$ cat src/rtl/sp_ram_arbiter_if.sv
// ---------------------------------------------------------------------------
// sp_ram_arbiter_if
// Purpose : one request port of the single-port RAM arbiter.
// Signals : req    - request, held until gnt
//           addr   - byte address
//           we     - write (1) / read (0)
//           be     - byte enables
//           wdata  - write data
//           gnt    - request accepted this cycle (combinational)
//           rvalid - response valid, one cycle after gnt
//           rdata  - read data while rvalid, 0 otherwise / for writes
// Modports: master (requester side), slave (arbiter side)
// ---------------------------------------------------------------------------
interface sp_ram_arbiter_if #(
   parameter int unsigned ADDR_WIDTH = 15,
   parameter int unsigned DATA_WIDTH = 32
);
   localparam int unsigned BE_WIDTH = DATA_WIDTH / 8;

   logic                  req;
   logic [ADDR_WIDTH-1:0] addr;
   logic                  we;
   logic [BE_WIDTH-1:0]   be;
   logic [DATA_WIDTH-1:0] wdata;
   logic                  gnt;
   logic                  rvalid;
   logic [DATA_WIDTH-1:0] rdata;

   modport master (
      output req, addr, we, be, wdata,
      input  gnt, rvalid, rdata
   );

   modport slave (
      input  req, addr, we, be, wdata,
      output gnt, rvalid, rdata
   );
endinterface

$ cat src/rtl/sp_ram_arbiter.sv
// ---------------------------------------------------------------------------
// sp_ram_arbiter
// Purpose : two-port round-robin arbiter in front of a single-port RAM with
//           one cycle read latency. Grants are combinational, responses come
//           exactly one cycle after the grant, no request buffering.
// Ports   : clk, rst_i (sync, active-high)
//           a_port, b_port          - request ports (sp_ram_arbiter_if.slave)
//           ram_en_o/addr/we/be/wdata - RAM command, muxed from granted port
//           ram_rdata_i             - RAM read data, valid cycle after a read
// ---------------------------------------------------------------------------
module sp_ram_arbiter #(
   parameter int unsigned ADDR_WIDTH = 15,
   parameter int unsigned DATA_WIDTH = 32
) (
   input  logic                    clk,
   input  logic                    rst_i,
   sp_ram_arbiter_if.slave         a_port,
   sp_ram_arbiter_if.slave         b_port,
   output logic                    ram_en_o,
   output logic [ADDR_WIDTH-1:0]   ram_addr_o,
   output logic                    ram_we_o,
   output logic [DATA_WIDTH/8-1:0] ram_be_o,
   output logic [DATA_WIDTH-1:0]   ram_wdata_o,
   input  logic [DATA_WIDTH-1:0]   ram_rdata_i
);
   localparam int unsigned BE_WIDTH = DATA_WIDTH / 8;

   if ((DATA_WIDTH % 8) != 0) begin : g_bad_width
      $error("sp_ram_arbiter: DATA_WIDTH must be a multiple of 8");
   end

   logic r_last_gnt_b;   // 1: last grant went to b, so a wins next contention
   logic r_rsp_valid;
   logic r_rsp_port_b;
   logic r_rsp_we;

   logic w_a_gnt;
   logic w_b_gnt;
   logic w_any_gnt;
   logic w_a_rvalid;
   logic w_b_rvalid;

   // Round-robin grant; reset masks everything in the same cycle
   assign w_a_gnt   = !rst_i && a_port.req && (!b_port.req ||  r_last_gnt_b);
   assign w_b_gnt   = !rst_i && b_port.req && (!a_port.req || !r_last_gnt_b);
   assign w_any_gnt = w_a_gnt || w_b_gnt;

   assign a_port.gnt = w_a_gnt;
   assign b_port.gnt = w_b_gnt;

   // RAM command mux; address/wdata default to port a when idle
   assign ram_en_o    = w_any_gnt;
   assign ram_addr_o  = w_b_gnt ? b_port.addr  : a_port.addr;
   assign ram_wdata_o = w_b_gnt ? b_port.wdata : a_port.wdata;
   assign ram_we_o    = (w_a_gnt && a_port.we) || (w_b_gnt && b_port.we);

   always_comb begin
      ram_be_o = '0;
      if (w_a_gnt) begin
         ram_be_o = a_port.be;
      end else if (w_b_gnt) begin
         ram_be_o = b_port.be;
      end
   end

   // Response state: one entry, since a response never outlives one cycle
   always_ff @(posedge clk) begin
      if (rst_i) begin
         r_last_gnt_b <= 1'b1;
         r_rsp_valid  <= 1'b0;
         r_rsp_port_b <= 1'b0;
         r_rsp_we     <= 1'b0;
      end else begin
         r_rsp_valid <= w_any_gnt;
         if (w_any_gnt) begin
            r_last_gnt_b <= w_b_gnt;
            r_rsp_port_b <= w_b_gnt;
            r_rsp_we     <= ram_we_o;
         end
      end
   end

   // rst_i gates the response combinationally so a grant just before reset
   // produces no rvalid in the reset cycle
   assign w_a_rvalid = !rst_i && r_rsp_valid && !r_rsp_port_b;
   assign w_b_rvalid = !rst_i && r_rsp_valid &&  r_rsp_port_b;

   assign a_port.rvalid = w_a_rvalid;
   assign b_port.rvalid = w_b_rvalid;

   // Write responses carry zero data
   assign a_port.rdata = (w_a_rvalid && !r_rsp_we) ? ram_rdata_i : DATA_WIDTH'(0);
   assign b_port.rdata = (w_b_rvalid && !r_rsp_we) ? ram_rdata_i : DATA_WIDTH'(0);

   logic w_unused;
   assign w_unused = ^{BE_WIDTH'(0)};
endmodule

$ cat src/flat_wrapper.sv
// flat-port wrapper written by rule: the top's interface ports become plain ports
module sp_ram_arbiter_flat 
#(
   parameter int unsigned ADDR_WIDTH = 15,
   parameter int unsigned DATA_WIDTH = 32
)
  (clk, rst_i, ram_en_o, ram_addr_o, ram_we_o, ram_be_o, ram_wdata_o, ram_rdata_i, a_port_req, a_port_addr, a_port_we, a_port_be, a_port_wdata, a_port_gnt, a_port_rvalid, a_port_rdata, b_port_req, b_port_addr, b_port_we, b_port_be, b_port_wdata, b_port_gnt, b_port_rvalid, b_port_rdata);
  sp_ram_arbiter_if #(.ADDR_WIDTH(ADDR_WIDTH), .DATA_WIDTH(DATA_WIDTH)) a_port_i ();
  sp_ram_arbiter_if #(.ADDR_WIDTH(ADDR_WIDTH), .DATA_WIDTH(DATA_WIDTH)) b_port_i ();
  input  logic clk;
  input  logic rst_i;
  output logic ram_en_o;
  output logic [ADDR_WIDTH-1:0] ram_addr_o;
  output logic ram_we_o;
  output logic [DATA_WIDTH/8-1:0] ram_be_o;
  output logic [DATA_WIDTH-1:0] ram_wdata_o;
  input  logic [DATA_WIDTH-1:0] ram_rdata_i;
  input wire logic [$bits(a_port_i.req)-1:0] a_port_req;
  input wire logic [$bits(a_port_i.addr)-1:0] a_port_addr;
  input wire logic [$bits(a_port_i.we)-1:0] a_port_we;
  input wire logic [$bits(a_port_i.be)-1:0] a_port_be;
  input wire logic [$bits(a_port_i.wdata)-1:0] a_port_wdata;
  output wire logic [$bits(a_port_i.gnt)-1:0] a_port_gnt;
  output wire logic [$bits(a_port_i.rvalid)-1:0] a_port_rvalid;
  output wire logic [$bits(a_port_i.rdata)-1:0] a_port_rdata;
  input wire logic [$bits(b_port_i.req)-1:0] b_port_req;
  input wire logic [$bits(b_port_i.addr)-1:0] b_port_addr;
  input wire logic [$bits(b_port_i.we)-1:0] b_port_we;
  input wire logic [$bits(b_port_i.be)-1:0] b_port_be;
  input wire logic [$bits(b_port_i.wdata)-1:0] b_port_wdata;
  output wire logic [$bits(b_port_i.gnt)-1:0] b_port_gnt;
  output wire logic [$bits(b_port_i.rvalid)-1:0] b_port_rvalid;
  output wire logic [$bits(b_port_i.rdata)-1:0] b_port_rdata;
  assign a_port_i.req = a_port_req;
  assign a_port_i.addr = a_port_addr;
  assign a_port_i.we = a_port_we;
  assign a_port_i.be = a_port_be;
  assign a_port_i.wdata = a_port_wdata;
  assign a_port_gnt = a_port_i.gnt;
  assign a_port_rvalid = a_port_i.rvalid;
  assign a_port_rdata = a_port_i.rdata;
  assign b_port_i.req = b_port_req;
  assign b_port_i.addr = b_port_addr;
  assign b_port_i.we = b_port_we;
  assign b_port_i.be = b_port_be;
  assign b_port_i.wdata = b_port_wdata;
  assign b_port_gnt = b_port_i.gnt;
  assign b_port_rvalid = b_port_i.rvalid;
  assign b_port_rdata = b_port_i.rdata;
  sp_ram_arbiter #(.ADDR_WIDTH(ADDR_WIDTH), .DATA_WIDTH(DATA_WIDTH)) u_core (.clk(clk), .rst_i(rst_i), .a_port(a_port_i), .b_port(b_port_i), .ram_en_o(ram_en_o), .ram_addr_o(ram_addr_o), .ram_we_o(ram_we_o), .ram_be_o(ram_be_o), .ram_wdata_o(ram_wdata_o), .ram_rdata_i(ram_rdata_i));
endmodule
$ cat config.mk
export PLATFORM = sky130hd
export DESIGN_NAME = sp_ram_arbiter_flat
export DESIGN_NICKNAME = d
export VERILOG_FILES = /design/src/rtl/sp_ram_arbiter_if.sv /design/src/rtl/sp_ram_arbiter.sv /design/src/flat_wrapper.sv
export SDC_FILE = /design/constraint.sdc
export NUM_CORES = 1
export LEC_CHECK = 0
export ABC_AREA = 0
export BUFFER_PORTS_ARGS = -buffer_cell sky130_fd_sc_hd__clkbuf_2
export CORE_AREA = 10 10 94 96
export DETAILED_ROUTE_END_ITERATION = 12
export DIE_AREA = 0 0 104 106
export PLACE_DENSITY_LB_ADDON = 0.3
export SLEW_MARGIN = 20
export SYNTH_ARGS = -nofsm -noshare
export SYNTH_HDL_FRONTEND = slang
export SYNTH_SLANG_ARGS = --single-unit
$ cat constraint.sdc
create_clock -name clk -period 4.1 [get_ports clk]
set_clock_uncertainty 0.05 [all_clocks]
set_input_delay 0.82 -clock clk [delete_from_list [all_inputs] [get_ports clk]]
set_output_delay 0.82 -clock clk [all_outputs]
set_load 0.005 [all_outputs]
# Word-level counts from Yosys, hierarchy flattened
# Cells that the tools add are included.
dict set report op_classes {
  add_sub_neg 0
  multipliers 0
  div 0
  n_lt_le_gt_ge 0
  eq_ne 0
  shifts 0
  n_mux 6
  bitwise 0
  n_reduce_logical 21
}
# op n
set op_table {}
lappend op_table {{two-way mux 32 bit} 3}
lappend op_table {{two-way mux 15 bit} 1}
lappend op_table {{logical AND 1 bit} 11}
lappend op_table {{two-way mux 4 bit} 2}
lappend op_table {{logical NOT 1 bit} 6}
lappend op_table {{logical OR 1 bit} 4}
dict set report word_totals {
  register_bits 4
  latch_bits 0
  mem_bits_rw 0
  romBits 0
  input_bits 140
  output_inout_bits 121
  wordCells 31
  n_memories 0
}

# Longest topological paths before layout
# Gate-level depths: netlist of run 1.
dict set report depth {
  ltp_word 5
  mapped_depth 5
  mapped_depth_nobuf 3
}

# Worst setup path after synthesis of run 1
# OpenSTA, ideal clock, no wires.
dict set report synth_path {
  path_kind {in2out}
  from {input port b_port_req}
  to {output port ram_addr_o[0]}
  t_arrival_ps 1783
  required_ps 3230
  path_slack_ps 1447
  stages 5
  path_buffers 2
  cell_sequence {a21boi_0 > and2_4 > buf_8 > buf_12 > mux2_4}
}
dict set report synth_between {
  elab_chain_len 3
}
# element line_no
set synth_lines {}
lappend synth_lines {{start: declaration} flat_wrapper.sv:26} ;# input wire logic [$bits(b_port_i.req)-1:0] b_port_req;
lappend synth_lines {{logical AND 1 bit (2 in a row)} sp_ram_arbiter.sv:45} ;# assign w_b_gnt = !rst_i && b_port.req && (!a_port.req || !r_last_gnt_b);
lappend synth_lines {{two-way mux 15 bit} sp_ram_arbiter.sv:53} ;# assign ram_addr_o = w_b_gnt ? b_port.addr : a_port.addr;
lappend synth_lines {{end: declaration} flat_wrapper.sv:13} ;# output logic [ADDR_WIDTH-1:0] ram_addr_o;
# Every way passes these cells.

# Worst setup path in the final report of run 1
dict set report layout_path {
  from {input port a_port_req}
  to {output port ram_addr_o[12]}
}
dict set report layout_between {
  elab_chain_len 4
}
# element line_no
set layout_lines {}
lappend layout_lines {{start: declaration} flat_wrapper.sv:18} ;# input wire logic [$bits(a_port_i.req)-1:0] a_port_req;
lappend layout_lines {{logical NOT 1 bit} sp_ram_arbiter.sv:45}
lappend layout_lines {{logical OR 1 bit} sp_ram_arbiter.sv:45}
lappend layout_lines {{logical AND 1 bit} sp_ram_arbiter.sv:45}
lappend layout_lines {{two-way mux 15 bit} sp_ram_arbiter.sv:53}
# Every way passes these cells.

==> impl_metrics.env, run 1 <==
export IMPL_post_route_period_util_pct=79.5
export IMPL_stdcell_count=501
export IMPL_die_h_microns=106
export IMPL_io_pin_count=261
export IMPL_crit_required_ps=3230
export IMPL_pre_cts_ws_ps=842
export IMPL_viasPerCell=4.24
export IMPL_slew_violations=0
export IMPL_worst_ep_arrival_time_ps=2390
export IMPL_crit_buf_inv=3
export IMPL_antenna_found_initial=0
export IMPL_finalSetupTns_ps=0
export IMPL_syn_num_nets=291
export IMPL_gr_total_overflow=0
export IMPL_die_area_sq_um=11000
export IMPL_htree_num_levels=1
export IMPL_cts_sinks=4
export IMPL_start_util_pct=21.3
export IMPL_p_int_uw=257
export IMPL_slew_headroom_pct=50.8
export IMPL_power_frac_comb_pct=66.5
export IMPL_total_power_uw=374
export IMPL_regArea_sq_um=80.1
export IMPL_crit_fanout=34
export IMPL_cts_buffer_depth=2
export IMPL_wl_per_cell_microns=18.5
export IMPL_drc=0
export IMPL_multi_input_area_sq_um=1290
export IMPL_track_usage_pct=15.4
export IMPL_run_status="completed"
export IMPL_p_sw_uw=117
export IMPL_postCtsSetupBuffers=0
export IMPL_path_class="in2out"
export IMPL_fin_hold_ws_ps=441
export IMPL_seqPwrFrac_pct=11.7
export IMPL_finalHoldViolCount=0
export IMPL_yosys_warnings=0
export IMPL_numCtsBuffers=3
export IMPL_hold_path_class="reg2reg"
export IMPL_crit_path_max_incr_delay_ps=420
export IMPL_cts_hold_buf=0
export IMPL_synth_area_sq_um=1510
export IMPL_drive_gt1_share_pct=86.6
export IMPL_rows=31
export IMPL_first_pass_iters=4
export IMPL_num_nets_final=544
export IMPL_tightest_slew_ps=738
export IMPL_place_hpwl_mm=8.52
export IMPL_clk_pin_slew_ps=30
export IMPL_maxCapViolCount=0
export IMPL_diodes=0
export IMPL_rsz0062_at_grt="false"
export IMPL_synth_cell_types=24
export IMPL_syn_avg_cell_area_sq_um=9.98
export IMPL_fmax_ghz=0.307
export IMPL_p_per_area_nw_per_um2=131
export IMPL_grt_pass1_wl_mm=13.7
export IMPL_start_kind="input pin"
export IMPL_grt_pass1_vias=2353
export IMPL_drtIter0Drc=48
export IMPL_p_sw_share_pct=31.3
export IMPL_pwr_share_clk_pct=21.7
export IMPL_setup_viol=0
export IMPL_cts_tree="done"
export IMPL_core_area_sq_um=7060
export IMPL_fillers=743
export IMPL_clkLatencyLatePin_ps=210
export IMPL_die_width_microns=104
export IMPL_grt_max_degree=35
export IMPL_yosysSeqAreaShare_pct=5.32
export IMPL_cp_cell_sequence="clkbuf_2, a21boi_0, and2_4, buf_12, mux2_4, clkbuf_2"
export IMPL_critical_path_top_delay_family="buffers and inverters"
export IMPL_root_buffer="clkbuf_8"
export IMPL_period_minus_slack_ps=3260
export IMPL_gp_congestion=0.791
export IMPL_areaGrowthSynthToFinish_pct=89.6
export IMPL_cpMostUsedCell="clkbuf_2"
export IMPL_ant_nets=0
export IMPL_leakage_uw=0.00179
export IMPL_wirelength_mm=9.26
export IMPL_cts_resized_gates=0
export IMPL_slowest_stage="and2_4"
export IMPL_ys_seq_elements=4
export IMPL_timing_final_ws_setup_ps=842
export IMPL_io_buffers=260
export IMPL_place_inst=498
export IMPL_vdd_drop_max_uv=104
export IMPL_postSynthCellCount=151
export IMPL_end_kind="output pin"
export IMPL_route_vias_total=2122
## registers in the layout, summed over array words and instances, names as in the netlist
| name | count |
|---|---|
| u_core.r_rsp_we | 1 |
| u_core.r_rsp_valid | 1 |
| u_core.r_rsp_port_b | 1 |
| u_core.r_last_gnt_b | 1 |
## final timing paths
path	start	endpoint	slack (ps)	cells after the start
worst max-delay path	a_port_req	ram_addr_o[12]	840	6
worst min-delay path	u_core.r_rsp_we$_SDFFE_PP0P_	u_core.r_rsp_we$_SDFFE_PP0P_	440	2
worst max register to register	u_core.r_last_gnt_b$_SDFFE_PP1P_	u_core.r_rsp_port_b$_SDFFE_PP0P_	2870	3
worst min register to register	u_core.r_rsp_we$_SDFFE_PP0P_	u_core.r_rsp_we$_SDFFE_PP0P_	440	2
## final cells by class
type | count | share of cell area [%]
inverters | 1 | 0.131
well taps | 99 | 4.34
clock buffers | 3 | 1.45
repair buffers | 261 | 46.3
flip-flops and latches | 4 | 2.80
multi-input cells | 133 | 45.0
## worst reg2reg max path, stage by stage (launching register included)
cell      delay [ps]
dfxtp_1          310
a21boi_0         240
and2_4           420
a31o_2           160
## cell families after synthesis
logic type / count (synthesis) / synth area share, %
AO/OA/AOI/OAI: 9 / 4.65
buffers and inverters: 14 / 9.30
flip-flops: 4 / 5.32
multiplexers: 47 / 46.1
AND/OR/NAND/NOR: 77 / 34.6
## metrics by stage
| stage | area [sq um] | utilization, % |
|---|---|---|
| floorplan | 1510 | - |
| global placement | 2820 | 39.9 |
| detailed placement | 2820 | 39.9 |
| CTS | 2860 | 40.5 |
| global route | 2860 | 40.5 |
| finish | 2860 | 40.5 |
## placed cells by master, fill, tap and decap left out
cell,Yosys,routed
nand3_1,1,1
and3b_2,1,1
nor3b_1,1,1
clkbuf_2,0,260
nor2_1,4,4
mux2_2,3,3
a21oi_1,1,1
inv_2,1,1
a32oi_1,1,1
clkbuf_8,0,3
buf_12,4,1
and2_4,1,1
and2_2,32,32
o21ai_0,1,1
and2b_2,1,1
and3_1,1,1
nand2b_1,2,2
dfxtp_1,4,4
a22o_1,4,4
and2b_1,1,1
a21boi_0,1,1
and2_1,32,32
a31o_2,1,1
mux2_4,44,44
## power groups by stage
| stage | logic (uW) | clock network, uW | registers (uW) |
|---|---|---|---|
| floorplan | 121 | 0 | 43.8 |
| global placement | 249 | 0 | 44.2 |
| detailed placement | 253 | 0 | 44.3 |
| CTS | 255 | 84.8 | 43.8 |
| global route | 271 | 86.7 | 44.3 |
| finish | 249 | 81.3 | 43.9 |
## metal layers
layer	share of wire (%)	wire length [microns]	global-route usage (%)
met1	37	3380	16.1
met3	13	1170	7.61
met4	0.30	28	1.59
met2	50	4680	28.2
met5	0	0	0
## synthesized netlist by cell type (all sizes together)
cell type | instances | area share [%]
a21boi | 1 | 0.50
a21oi | 1 | 0.33
a22o | 4 | 2.3
a31o | 1 | 0.58
a32oi | 1 | 0.58
and2 | 65 | 30
and2b | 2 | 1.1
and3 | 1 | 0.42
and3b | 1 | 0.66
buf | 6 | 7.3
clkbuf | 7 | 1.7
dfxtp | 4 | 5.3
inv | 1 | 0.25
mux2 | 47 | 46
nand2b | 2 | 0.83
nand3 | 1 | 0.33
nor2 | 4 | 1.0
nor3b | 1 | 0.50
o21ai | 1 | 0.33
No activity file was read; power rests on OpenSTA's default activity.
==> run 2, diff against run 1 <==
==> constraint.sdc (replaced) <==
create_clock -name clk -period 3.1 [get_ports clk]
set_clock_uncertainty 0.05 [all_clocks]
set_input_delay 0.62 -clock clk [delete_from_list [all_inputs] [get_ports clk]]
set_output_delay 0.62 -clock clk [all_outputs]
set_load 0.005 [all_outputs]
==> run 2 against run 1 <==
Clock power rose by 33%. Flip-flop and latch count did not move. Power grew 33%. Sequential share of layout area about the same. First-iteration DRC count up 10%. Cell area increased by 1.1%. Critical path depth unchanged. Cell count up 0.80%. Sequential power grew 32%. Routed wire length fell by 0.53%. Critical path type unchanged.
==> impl_metrics.env, run 2 (same netlist as run 1, synthesis figures left out) <==
export IMPL_gr_usage_met2_pct=28.2
export IMPL_p_per_area_nw_per_um2=172
export IMPL_timing_final_ws_setup_ps=414
export IMPL_clkLatencyLatePin_ps=220
export IMPL_first_pass_iters=4
export IMPL_areaGrowthSynthToFinish_pct=91.6
export IMPL_cts_tree="done"
export IMPL_pre_cts_ws_ps=402
export IMPL_grt_pass1_vias=2297
export IMPL_maxCapViolCount=0
export IMPL_start_util_pct=21.3
export IMPL_wl_per_cell_microns=18.2
export IMPL_vdd_drop_max_uv=208
export IMPL_reg2regPathDepth=3
export IMPL_viasPerCell=4.18
export IMPL_post_route_period_util_pct=86.7
export IMPL_cts_buffer_depth=2
export IMPL_grt_use_met1_pct=16.0
export IMPL_postCtsSetupBuffers=0
export IMPL_grt_max_degree=33
export IMPL_die_width_microns=104
export IMPL_cts_sinks=4
export IMPL_path_class="in2out"
export IMPL_slew_headroom_pct=73.8
export IMPL_finalHoldViolCount=0
export IMPL_num_nets_final=548
export IMPL_route_vias_total=2110
export IMPL_rows=31
export IMPL_io_pin_count=261
export IMPL_crit_required_ps=2430
export IMPL_period_minus_slack_ps=2690
export IMPL_postPlaceCellArea_sq_um=2850
export IMPL_met3_usage_pct=7.00
export IMPL_gr_total_overflow=0
export IMPL_track_usage_pct=15.1
export IMPL_start_kind="input pin"
export IMPL_diodes=0
export IMPL_grt_pass1_wl_mm=13.6
export IMPL_final_cell_mix="clkbuf_2, mux2_4, and2_2, and2_1"
export IMPL_setup_viol=0
export IMPL_run_status="completed"
export IMPL_antenna_found_initial=0
export IMPL_end_kind="output pin"
export IMPL_root_buffer="clkbuf_8"
export IMPL_cts_resized_gates=0
export IMPL_drtIter0Drc=53
export IMPL_drc=0
export IMPL_die_area_sq_um=11000
export IMPL_final_common_cell="clkbuf_2"
export IMPL_slew_violations=0
export IMPL_gp_congestion=0.765
export IMPL_fmax_ghz=0.372
export IMPL_postLayoutCellArea_sq_um=2890
export IMPL_gr_max_usage_layer="met2"
export IMPL_numCtsBuffers=3
export IMPL_clk_pin_slew_ps=30
export IMPL_die_h_microns=106
export IMPL_tightest_slew_ps=393
export IMPL_hold_depth=2
export IMPL_leakage_uw=0.00181
export IMPL_finalSetupTns_ps=0
export IMPL_ant_nets=0
export IMPL_crit_fanout=23
export IMPL_rsz0062_at_grt="false"
export IMPL_drive_gt1_share_pct=86.7
export IMPL_fin_util_pct=40.9
export IMPL_cts_hold_buf=0
export IMPL_io_buffers=260
export IMPL_wirelength_mm=9.21
export IMPL_core_area_sq_um=7060
export IMPL_htree_num_levels=1
export IMPL_hold_path_class="reg2reg"
export IMPL_place_hpwl_mm=8.52
export IMPL_worst_ep_arrival_time_ps=2020
==> run 2: stage by stage <==
stage               std cells  hold WS, ps  power (uW)
finish                    505          451         497
global route              505          485         532
CTS                       505          444         508
detailed placement        502          438         396
global placement          502          429         392
floorplan                 151          402         218
==> run 2: power breakdown <==
| group | leakage (uW) | total (uW) | switching [uW] | internal [uW] |
|---|---|---|---|---|
| clock | 0.0000216 | 108 | 25.1 | 82.6 |
| combinational | 0.00176 | 332 | 127 | 204 |
| sequential | 0.0000334 | 58.1 | 2.26 | 55.8 |
==> run 2: layer usage <==
layer	share of wire (%)	wire length (microns)
met2	50	4620
met1	38	3490
met3	12	1070
met4	0.37	34
met5	0	0
==> run 2: critical path, cell delays in order <==
cell and delay [ps]:
clkbuf_2 110, a21boi_0 240, and2_4 350, buf_12 240, mux2_4 320, clkbuf_2 120
==> run 2: worst paths after layout <==
path	slack (ps)	end	from
min	450	u_core.r_last_gnt_b$_SDFFE_PP1P_	u_core.r_last_gnt_b$_SDFFE_PP1P_
min reg2reg	450	u_core.r_last_gnt_b$_SDFFE_PP1P_	u_core.r_last_gnt_b$_SDFFE_PP1P_
max	410	ram_addr_o[3]	a_port_req
max reg2reg	1970	u_core.r_rsp_port_b$_SDFFE_PP0P_	u_core.r_last_gnt_b$_SDFFE_PP1P_
==> run 2: area by class of cell <==
| type | instances | area [sq um] |
|---|---|---|
| fill | 769 | 4170 |
| timing repair buffer | 265 | 1350 |
| multi-input combinational | 133 | 1290 |
| tap | 99 | 124 |
| sequential | 4 | 80.1 |
| clock buffer | 3 | 41.3 |
| inverter | 1 | 3.75 |
==> run 3, diff against run 2 <==
==> constraint.sdc (replaced) <==
create_clock -name clk -period 2.9 [get_ports clk]
set_clock_uncertainty 0.05 [all_clocks]
set_input_delay 0.58 -clock clk [delete_from_list [all_inputs] [get_ports clk]]
set_output_delay 0.58 -clock clk [all_outputs]
set_load 0.005 [all_outputs]
==> run 3 against run 2 <==
Die area did not move. Non-clock buffer count rose by 1. Sequential power up 6.7%. Critical path type unchanged.
==> impl_metrics.env, run 3 (same netlist as run 1, synthesis figures left out) <==
export IMPL_die_h_microns=106
export IMPL_gp_congestion=0.766
export IMPL_fin_util_pct=41.0
export IMPL_core_area_sq_um=7060
export IMPL_seqPwrFrac_pct=11.6
export IMPL_htree_num_levels=1
export IMPL_p_sw_uw=166
export IMPL_tightest_slew_ps=415
export IMPL_areaGrowthSynthToFinish_pct=92.1
export IMPL_period_minus_slack_ps=2590
export IMPL_route_vias_total=2137
export IMPL_clk_pin_slew_ps=30
export IMPL_setup_viol=0
export IMPL_fin_hold_ws_ps=442
export IMPL_crit_fanout=19
export IMPL_ant_nets=0
export IMPL_crit_path_max_incr_delay_ps=350
export IMPL_leakage_uw=0.00182
export IMPL_post_route_period_util_pct=89.4
export IMPL_start_util_pct=21.3
export IMPL_maxCapViolCount=0
export IMPL_root_buffer="clkbuf_8"
export IMPL_wirelength_mm=9.09
export IMPL_grt_pass1_vias=2328
export IMPL_drtIter0Drc=57
export IMPL_diodes=0
export IMPL_rsz0062_at_grt="false"
export IMPL_cts_buffer_depth=2
export IMPL_stdcell_count=506
export IMPL_finalSetupTns_ps=0
export IMPL_slew_violations=0
export IMPL_start_kind="input pin"
export IMPL_die_width_microns=104
export IMPL_place_inst=503
export IMPL_hold_path_class="reg2reg"
export IMPL_wl_per_cell_microns=18.0
export IMPL_cts_tree="done"
export IMPL_worst_ep_arrival_time_ps=1960
export IMPL_io_pin_count=261
export IMPL_postCtsSetupBuffers=0
export IMPL_power_frac_comb_pct=66.6
export IMPL_final_cell_mix="clkbuf_2, mux2_4, and2_2, and2_1, buf_4"
export IMPL_clkLatencyLatePin_ps=210
export IMPL_end_kind="output pin"
export IMPL_die_area_sq_um=11000
export IMPL_p_int_uw=367
export IMPL_slowest_stage="and2_4"
export IMPL_track_usage_pct=15.2
export IMPL_cts_resized_gates=0
export IMPL_cp_cell_sequence="clkbuf_2, a21boi_0, and2_4, buf_12, mux2_4, clkbuf_2"
export IMPL_antenna_found_initial=0
export IMPL_finalHoldViolCount=0
export IMPL_drive_gt1_share_pct=86.7
export IMPL_viasPerCell=4.22
export IMPL_vdd_drop_max_uv=108
export IMPL_cts_sinks=4
export IMPL_slew_headroom_pct=72.3
export IMPL_io_buffers=260
export IMPL_gr_total_overflow=0
export IMPL_fmax_ghz=0.386
export IMPL_first_pass_iters=4
export IMPL_place_hpwl_mm=8.37
export IMPL_p_per_area_nw_per_um2=184
export IMPL_numCtsBuffers=3
export IMPL_drc=0
export IMPL_run_status="completed"
export IMPL_grt_pass1_wl_mm=13.7
export IMPL_cts_hold_buf=0
export IMPL_rows=31
export IMPL_grt_max_degree=33
export IMPL_final_common_cell="clkbuf_2"
export IMPL_pwr_share_clk_pct=21.7
export IMPL_cpMostUsedCell="clkbuf_2"
export IMPL_num_nets_final=549
export IMPL_p_sw_share_pct=31.1
export IMPL_path_class="in2out"
export IMPL_crit_required_ps=2270
## run 3: cell types whose count changed in the layout (fill, tap and decap cells not counted), sizes merged
cell,previous run,this run
buf,5,6
## run 3: final cells by class
cell class                      instances  area (sq um)
Clock buffer                            3          41.3
Tap cell                               99           124
Fill cell                             746          4170
Sequential cell                         4          80.1
Multi-Input combinational cell        133          1290
Timing Repair Buffer                  266          1360
Inverter                                1          3.75
## run 3: path summary, 6_finish.rpt
check                                    from                               end  slack, ps  depth (start not counted)
max reg2reg  u_core.r_last_gnt_b$_SDFFE_PP1P_  u_core.r_rsp_port_b$_SDFFE_PP0P_       1780                          3
max                                a_port_req                     ram_addr_o[3]        310                          6
min              u_core.r_rsp_we$_SDFFE_PP0P_      u_core.r_rsp_we$_SDFFE_PP0P_        440                          2
min reg2reg      u_core.r_rsp_we$_SDFFE_PP0P_      u_core.r_rsp_we$_SDFFE_PP0P_        440                          2
## run 3: power by group through the flow
stage	registers, uW	clock network [uW]	logic [uW]
global route	62.7	125	388
CTS	62.0	122	363
detailed placement	62.7	0	360
global placement	62.5	0	356
finish	62.0	116	355
floorplan	61.9	0	171
## run 3: critical path: cells and delay by family
family,cells,cell delay (ps)
compound gates,1,250
mux,1,320
simple gates,1,350
buf+inv,3,450
## run 3: stage by stage
step,area [sq um],setup WS (ps),power (uW)
finish,2890,308,533
CTS,2890,297,547
global placement,2850,337,419
floorplan,1510,727,233
detailed placement,2850,303,423
global route,2890,222,575
## run 3: per-layer routing
metal	vias to the layer above	GRT usage, %	routed length, microns	share of wire, %
met1	966	16.3	3370	37
li1	1021	-	-	-
met5	-	0	0	0
met3	2	7.07	1110	12
met4	0	1.89	48	0.53
met2	148	27.5	4560	50
